===== config.mk =====
export PLATFORM = sky130hd
export DESIGN_NAME = contador_modulo_n
export DESIGN_NICKNAME = d
export VERILOG_FILES = /design/src/rtl/contador_pkg.sv /design/src/rtl/sincronizador_borda.sv /design/src/rtl/contador_modulo_n.sv
export SDC_FILE = /design/constraint.sdc
export NUM_CORES = 1
export LEC_CHECK = 0
export ABC_CLOCK_PERIOD_IN_PS = 1300
export CELL_PAD_IN_SITES_DETAIL_PLACEMENT = 0
export CELL_PAD_IN_SITES_GLOBAL_PLACEMENT = 1
export CORE_AREA = 5 5 42 44
export CTS_BUF_LIST = sky130_fd_sc_hd__clkbuf_8
export DETAILED_ROUTE_END_ITERATION = 7
export DIE_AREA = 0 0 47 49
export PLACE_DENSITY_LB_ADDON = 0.05
export SETUP_SLACK_MARGIN = 0.4
export SLEW_MARGIN = 40
export SYNTH_ARGS = -nofsm -noshare
export SYNTH_HDL_FRONTEND = slang
export SYNTH_HIERARCHICAL = 1
export SYNTH_SLANG_ARGS = --single-unit

===== constraint.sdc =====
create_clock -name clk -period 1.3 [get_ports clk]
set_input_delay 0.26 -clock clk [delete_from_list [all_inputs] [get_ports clk]]
set_output_delay 0.26 -clock clk [all_outputs]
set_load 0.01 [all_outputs]

===== src/rtl/contador_pkg.sv =====
// Shared constants for the modulo-N counter: count direction encodings and default geometry.
package contador_pkg;

  localparam logic CONTA_CIMA  = 1'b1;
  localparam logic CONTA_BAIXO = 1'b0;

  localparam int unsigned WIDTH_PADRAO  = 3;
  localparam int unsigned MODULO_PADRAO = 6;
  localparam int unsigned PRESET_PADRAO = 5;

endpackage


===== src/rtl/sincronizador_borda.sv =====
// Two-flop synchroniser for an asynchronous input followed by a rising-edge detector.
module sincronizador_borda (
  input  logic clk,
  input  logic reset_n,
  input  logic sinal_i,
  output logic borda_o
);

  logic sinc1_q, sinc2_q, ant_q;
  logic vld_q;
  logic armado_q, armado_d;

  always_ff @(posedge clk or negedge reset_n) begin
    if (!reset_n) begin
      sinc1_q  <= 1'b0;
      sinc2_q  <= 1'b0;
      ant_q    <= 1'b0;
      vld_q    <= 1'b0;
      armado_q <= 1'b0;
    end else begin
      sinc1_q  <= sinal_i;
      sinc2_q  <= sinc1_q;
      ant_q    <= sinc2_q;
      vld_q    <= 1'b1;
      armado_q <= armado_d;
    end
  end

  // Edges are only honoured once a genuine low has been sampled after reset, so an input
  // already high at release is seen as a level, not a rising edge.
  always_comb begin
    armado_d = armado_q | (vld_q & ~sinc1_q);
  end

  assign borda_o = sinc2_q & ~ant_q & armado_q;

endmodule


===== src/rtl/contador_modulo_n.sv =====
// Up/down modulo-N counter with enable, synchronised sensor preset load and terminal-count pulse.
module contador_modulo_n
  import contador_pkg::*;
#(
  parameter int unsigned WIDTH  = WIDTH_PADRAO,
  parameter int unsigned MODULO = MODULO_PADRAO,
  parameter int unsigned PRESET = PRESET_PADRAO,
  parameter bit          WRAP   = 1'b1
) (
  input  logic             clk,
  input  logic             reset_n,
  input  logic             on_off,
  input  logic             sensor_prox,
  input  logic             up_down,
  output logic [WIDTH-1:0] count,
  output logic             tc,
  output logic             ativo
);

  if ((WIDTH < 2) || (WIDTH > 16)) begin : gen_bad_width
    $error("contador_modulo_n: WIDTH must be in 2..16");
  end
  if ((MODULO < 2) || (MODULO > (32'd1 << WIDTH))) begin : gen_bad_modulo
    $error("contador_modulo_n: MODULO must be in 2..2**WIDTH");
  end
  if (PRESET >= MODULO) begin : gen_bad_preset
    $error("contador_modulo_n: PRESET must be below MODULO");
  end

  // One extra bit so MODULO == 2**WIDTH still has a representable limit and no silent overflow.
  localparam int unsigned     W1    = WIDTH + 1;
  localparam logic [W1-1:0]   Limite = W1'(MODULO - 1);
  localparam logic [WIDTH-1:0] Carga = WIDTH'(PRESET);

  logic [WIDTH-1:0] count_q, count_d;
  logic             tc_q, tc_d;
  logic             ativo_q;
  logic             borda;
  logic [W1-1:0]    atual, prox;

  sincronizador_borda u_sinc_sensor (
    .clk     (clk),
    .reset_n (reset_n),
    .sinal_i (sensor_prox),
    .borda_o (borda)
  );

  assign atual = {1'b0, count_q};

  always_comb begin
    prox    = atual;
    count_d = count_q;
    tc_d    = 1'b0;
    if (!on_off) begin
      count_d = '0;
    end else if (borda) begin
      count_d = Carga;
    end else if (atual > Limite) begin
      count_d = '0;
    end else begin
      if (up_down == CONTA_CIMA) begin
        if (atual == Limite) begin
          if (WRAP) begin
            prox = '0;
            tc_d = 1'b1;
          end
        end else begin
          prox = atual + W1'(1);
          if (!WRAP && (prox == Limite)) tc_d = 1'b1;
        end
      end else begin
        if (atual == '0) begin
          if (WRAP) begin
            prox = Limite;
            tc_d = 1'b1;
          end
        end else begin
          prox = atual - W1'(1);
          if (!WRAP && (prox == '0)) tc_d = 1'b1;
        end
      end
      count_d = prox[WIDTH-1:0];
    end
  end

  always_ff @(posedge clk or negedge reset_n) begin
    if (!reset_n) begin
      count_q <= '0;
      tc_q    <= 1'b0;
      ativo_q <= 1'b0;
    end else begin
      count_q <= count_d;
      tc_q    <= tc_d;
      ativo_q <= on_off;
    end
  end

  assign count = count_q;
  assign tc    = tc_q;
  assign ativo = ativo_q;

endmodule


==> results.md <==
Critical path:
- The cell with the largest stage delay on the worst path is sky130_fd_sc_hd__dfrtp_1.
- The data arrival time of the critical path is 0.78 ns.
- Tracing the worst setup path back leads to its startpoint at count[2].
- For the worst setup path, the data required time is 1.04 ns.
- The worst stage delay on the critical path is 0.40 ns.
- In this run the number of cells on the critical path is 1.
- The kind of end point of the critical path is an output pin.
- The signal on the critical path passes through buf_2.
- STA classifies the critical path startpoint as a flip-flop.
- In this design, the largest share of critical-path delay is due to flip-flops.
- The critical path is of the flip-flop to output pin type.
- The maximum net fanout on the critical path is 4.
- The critical path ends at count[2].
- The startpoint identified for the worst register-to-register timing path is count[0].
- The critical register-to-register path endpoint is tc.
- Measured in cells, the most critical reg-to-reg path has a length of 2.
- Together, buffers and inverters on the worst path number 1.
- The setup check on the worst reg-to-reg path leaves a slack of 0.27 ns.

Synth:
- For this run, the register share of the synthesized area comes to 57.0%.
- The number of warning messages in the yosys log is 6.
- Sorting the synthesized cells by how often they occur yields 10 x sky130_fd_sc_hd__dfrtp_1, 3 x sky130_fd_sc_hd__a21oi_1, 3 x sky130_fd_sc_hd__nor2_1.
- The number of nets in the synthesized netlist is 43.
- The register bit total from synthesis is 10.
- Among all flip-flop cells after synthesis, the most frequent one is sky130_fd_sc_hd__dfrtp_1.
- The share of synthesized registers carrying an async set or reset is 100%.
- Yosys mapped a number of flops with a built-in enable equal to 0.
- After synthesis, the mean cell area works out to 11.6 um^2.
- The number of different library cells used by synthesis comes to 24.
- In the synthesized netlist, the number of instances is 38.
- The cell type with the largest total area after synthesis is sky130_fd_sc_hd__dfrtp_1.
- In this run the cell area of the synthesized design comes to 439 um^2.
- Ranked by total cell area, the synthesized netlist is headed by sky130_fd_sc_hd__dfrtp_1 57%, sky130_fd_sc_hd__buf_6 5.1%, sky130_fd_sc_hd__a21oi_1 3.4%, sky130_fd_sc_hd__a211oi_2 2.8%, sky130_fd_sc_hd__nor2_1 2.6%.
- The cell with the most instances after synthesis is sky130_fd_sc_hd__dfrtp_1.
- The proportion of netlist area held by the largest area contributor is 57.0%.

Routing:
- The via count normalized by instance count is 4.66.
- For this block, the initial DRC count from the detailed router was 2.
- The number of detailed-routing iterations run before antenna repair is 2.
- For this run, design rule violations remaining after detail routing come to 0.
- Wires add up to 804 um.
- The final routed wire length divided by cell count is 11.3 um.
- The number of vias after detailed routing is 331.
- The number of routed nets with antenna violations is 0.

Layout:
- The fraction of layout instances using a drive strength above 1 is 45.5%.
- Measured on the finished design, the core utilization comes to 47.4%.
- The layout net count is 61.
- The total inserted antenna cells is 0.
- The post-synthesis to final-layout area growth is 51.3%.

Floorplan:
- The floorplan row count is 14.
- In this run the count of I/O pins placed on the die edge is 10.
- From bottom edge to top edge, the die measures 49 um.
- Once the floorplan was initialized, standard cells occupied 31.3% of the core.
- The core region is 0.00140 mm^2.
- The floorplan step defined a die boundary enclosing 0.00230 mm^2.
- The die is 47 um wide.

Place:
- At the end of routability-driven placement, the weighted congestion stood at 0.685.
- In this run the tool buffered the top-level ports with 9 buffer cells.

Power and ir drop:
- The cell area power density is 1320 mW/mm^2.
- The analysis attributes to cell leakage a power of 0.303 nW.
- The largest vdd supply drop is 0.605 mV.

Global route:
- The wire length of the first global-routing pass is 1.41 mm.
- The layer flagged by global routing as most heavily used is met2.
- The fraction of met1 tracks used by global routing is 10.0%.
- The number of global-route vias before repair is 346.
- The total overflow reported by the global router is 0.
- The met3 track demand over resource is 3.32%.
- The met2 layer usage reported by global route is 12.4%.
- The overall global routing resource usage is 8.75%.
- The initial antenna violation count is 0.
- The largest net degree at the start of global routing is 11.

Clock network:
- After clock tree synthesis, the clock-pin slew on the worst setup and hold paths is 0.05 ns.
- The library cell used as clock root buffer is sky130_fd_sc_hd__clkbuf_8.
- CTS built an H-tree with a depth of 1.
- Clock tree synthesis found a total of 10 sinks.
- TritonCTS created 3 clock buffers.
- After clock tree synthesis, the flow added hold-fix buffers numbering 0.
- The clock latency reported for the late side of the worst-skew pair is 0.23 ns.
- The buffer levels on the longest clock path is 2.
- TritonCTS built the clock tree.

STA:
- The number of max-slew violations in the final report is 0.
- The worst path uses 79.9% of the clock period.
- Setup violations remaining at the end of the flow were counted as 0.
- The clock skew after layout is 0.00218 ns.
- Setup repair after global routing could not meet its margin everywhere.
- The worst path needs 1.04 ns of the cycle, external delays included.
- Derived from the worst setup path, the maximum achievable clock frequency is 0.963 GHz.
- The final number of hold-violating endpoints is 0.
- For the final routed database, the setup TNS stands at 0 ns.

Outcome:
- The run finished with clean final reports.

Job:
- Max-cap violations in this run came to 0.

Hold path:
- The worst hold path class is input pin to asynchronous set/reset pin.
layer usage:
metal | vias up | wire length (um)
met5 | - | 0
met4 | 0 | 5
met3 | 2 | 40
met2 | 5 | 445
met1 | 165 | 312
li1 | 159 | -
placed cells by master, fill, tap and decap left out:
cell	Yosys	routed
sky130_fd_sc_hd__xor2_2	0	1
sky130_fd_sc_hd__dlygate4sd2_1	0	1
sky130_fd_sc_hd__nor3b_2	0	1
sky130_fd_sc_hd__a21boi_1	0	1
sky130_fd_sc_hd__o21a_1	1	1
sky130_fd_sc_hd__dfrtp_1	10	10
sky130_fd_sc_hd__buf_6	2	4
sky130_fd_sc_hd__nor4b_4	0	1
sky130_fd_sc_hd__o21ai_1	0	1
sky130_fd_sc_hd__clkdlybuf4s50_1	0	3
sky130_fd_sc_hd__nor2_2	0	1
sky130_fd_sc_hd__nand2_1	1	1
sky130_fd_sc_hd__clkbuf_8	0	4
sky130_fd_sc_hd__conb_1	1	1
sky130_fd_sc_hd__nand2b_1	1	1
sky130_fd_sc_hd__or3_4	1	1
sky130_fd_sc_hd__a21o_1	1	1
sky130_fd_sc_hd__nand3b_1	1	1
sky130_fd_sc_hd__a31oi_1	1	1
sky130_fd_sc_hd__xnor2_2	0	1
sky130_fd_sc_hd__and3b_1	1	1
sky130_fd_sc_hd__a21oi_1	3	2
sky130_fd_sc_hd__a21oi_2	0	1
sky130_fd_sc_hd__nor2_1	3	2
sky130_fd_sc_hd__inv_1	1	1
sky130_fd_sc_hd__buf_2	1	4
sky130_fd_sc_hd__buf_4	0	5
sky130_fd_sc_hd__a211oi_2	1	1
sky130_fd_sc_hd__nand3_1	1	1
power breakdown:
part	leakage (nW)	switching [mW]	internal, mW	total [mW]
Clock	0.0288	0.111	0.265	0.376
Sequential	0.120	0.0111	0.331	0.342
Combinational	0.155	0.0707	0.0879	0.159
kinds of logic (layout without fill, tap and decap cells):
family,Yosys count,count (layout),share of synthesized area [%]
buf+inv,5,22,8.26
flops,10,10,57.0
other cells,1,1,0.854
compound gates,9,9,14.0
simple gates,11,11,16.0
xor+xnor,2,2,3.99
flip-flops by register name, indices dropped and copies added, names as in the netlist:
register / cells
u_sinc_sensor/ant_q: 1
count: 3
tc: 1
u_sinc_sensor/sinc2_q: 1
u_sinc_sensor/armado_q: 1
ativo: 1
u_sinc_sensor/sinc1_q: 1
u_sinc_sensor/vld_q: 1
timing repair:
action	in CTS	in global routing
pin swaps	5	5
endpoints found under the setup margin	8	9
resized for setup	25	5
hold endpoints to repair	0	0
setup buffers	3	0
layout make-up:
| cell class | instances | area [um^2] |
|---|---|---|
| flip-flops and latches | 10 | 250 |
| well taps | 16 | 20.0 |
| multi-input cells | 23 | 194 |
| fillers | 153 | 737 |
| repair buffers | 17 | 141 |
| inverters | 1 | 3.75 |
| clock buffers | 4 | 55.1 |
through the flow:
step | worst slack (ns) | instances | instance area [um^2] | total power [mW] | hold slack (ns)
after floorplan | 0.140 | 38 | 459 | 0.431 | -0.0356
final | 0.262 | 71 | 664 | 0.877 | 0.336
after CTS | 0.246 | 71 | 641 | 0.884 | 0.341
after global routing | 0.216 | 71 | 664 | 0.916 | 0.384
after global placement | -0.0805 | 64 | 566 | 0.479 | 0.361
after detailed placement | -0.0879 | 64 | 566 | 0.482 | 0.367
worst min-delay path by stage:
| stage | to | slack, ns |
|---|---|---|
| 6_report | u_sinc_sensor/sinc1_q | 0.34 |
| 5_1_grt | u_sinc_sensor/sinc1_q | 0.38 |
| 4_1_cts | u_sinc_sensor/sinc1_q | 0.34 |
| 3_5_place_dp | u_sinc_sensor/ant_q | 0.37 |
| 3_3_place_gp | u_sinc_sensor/ant_q | 0.36 |
| 2_1_floorplan | ativo | -0.04 |
(Power assumes the default switching activity.)
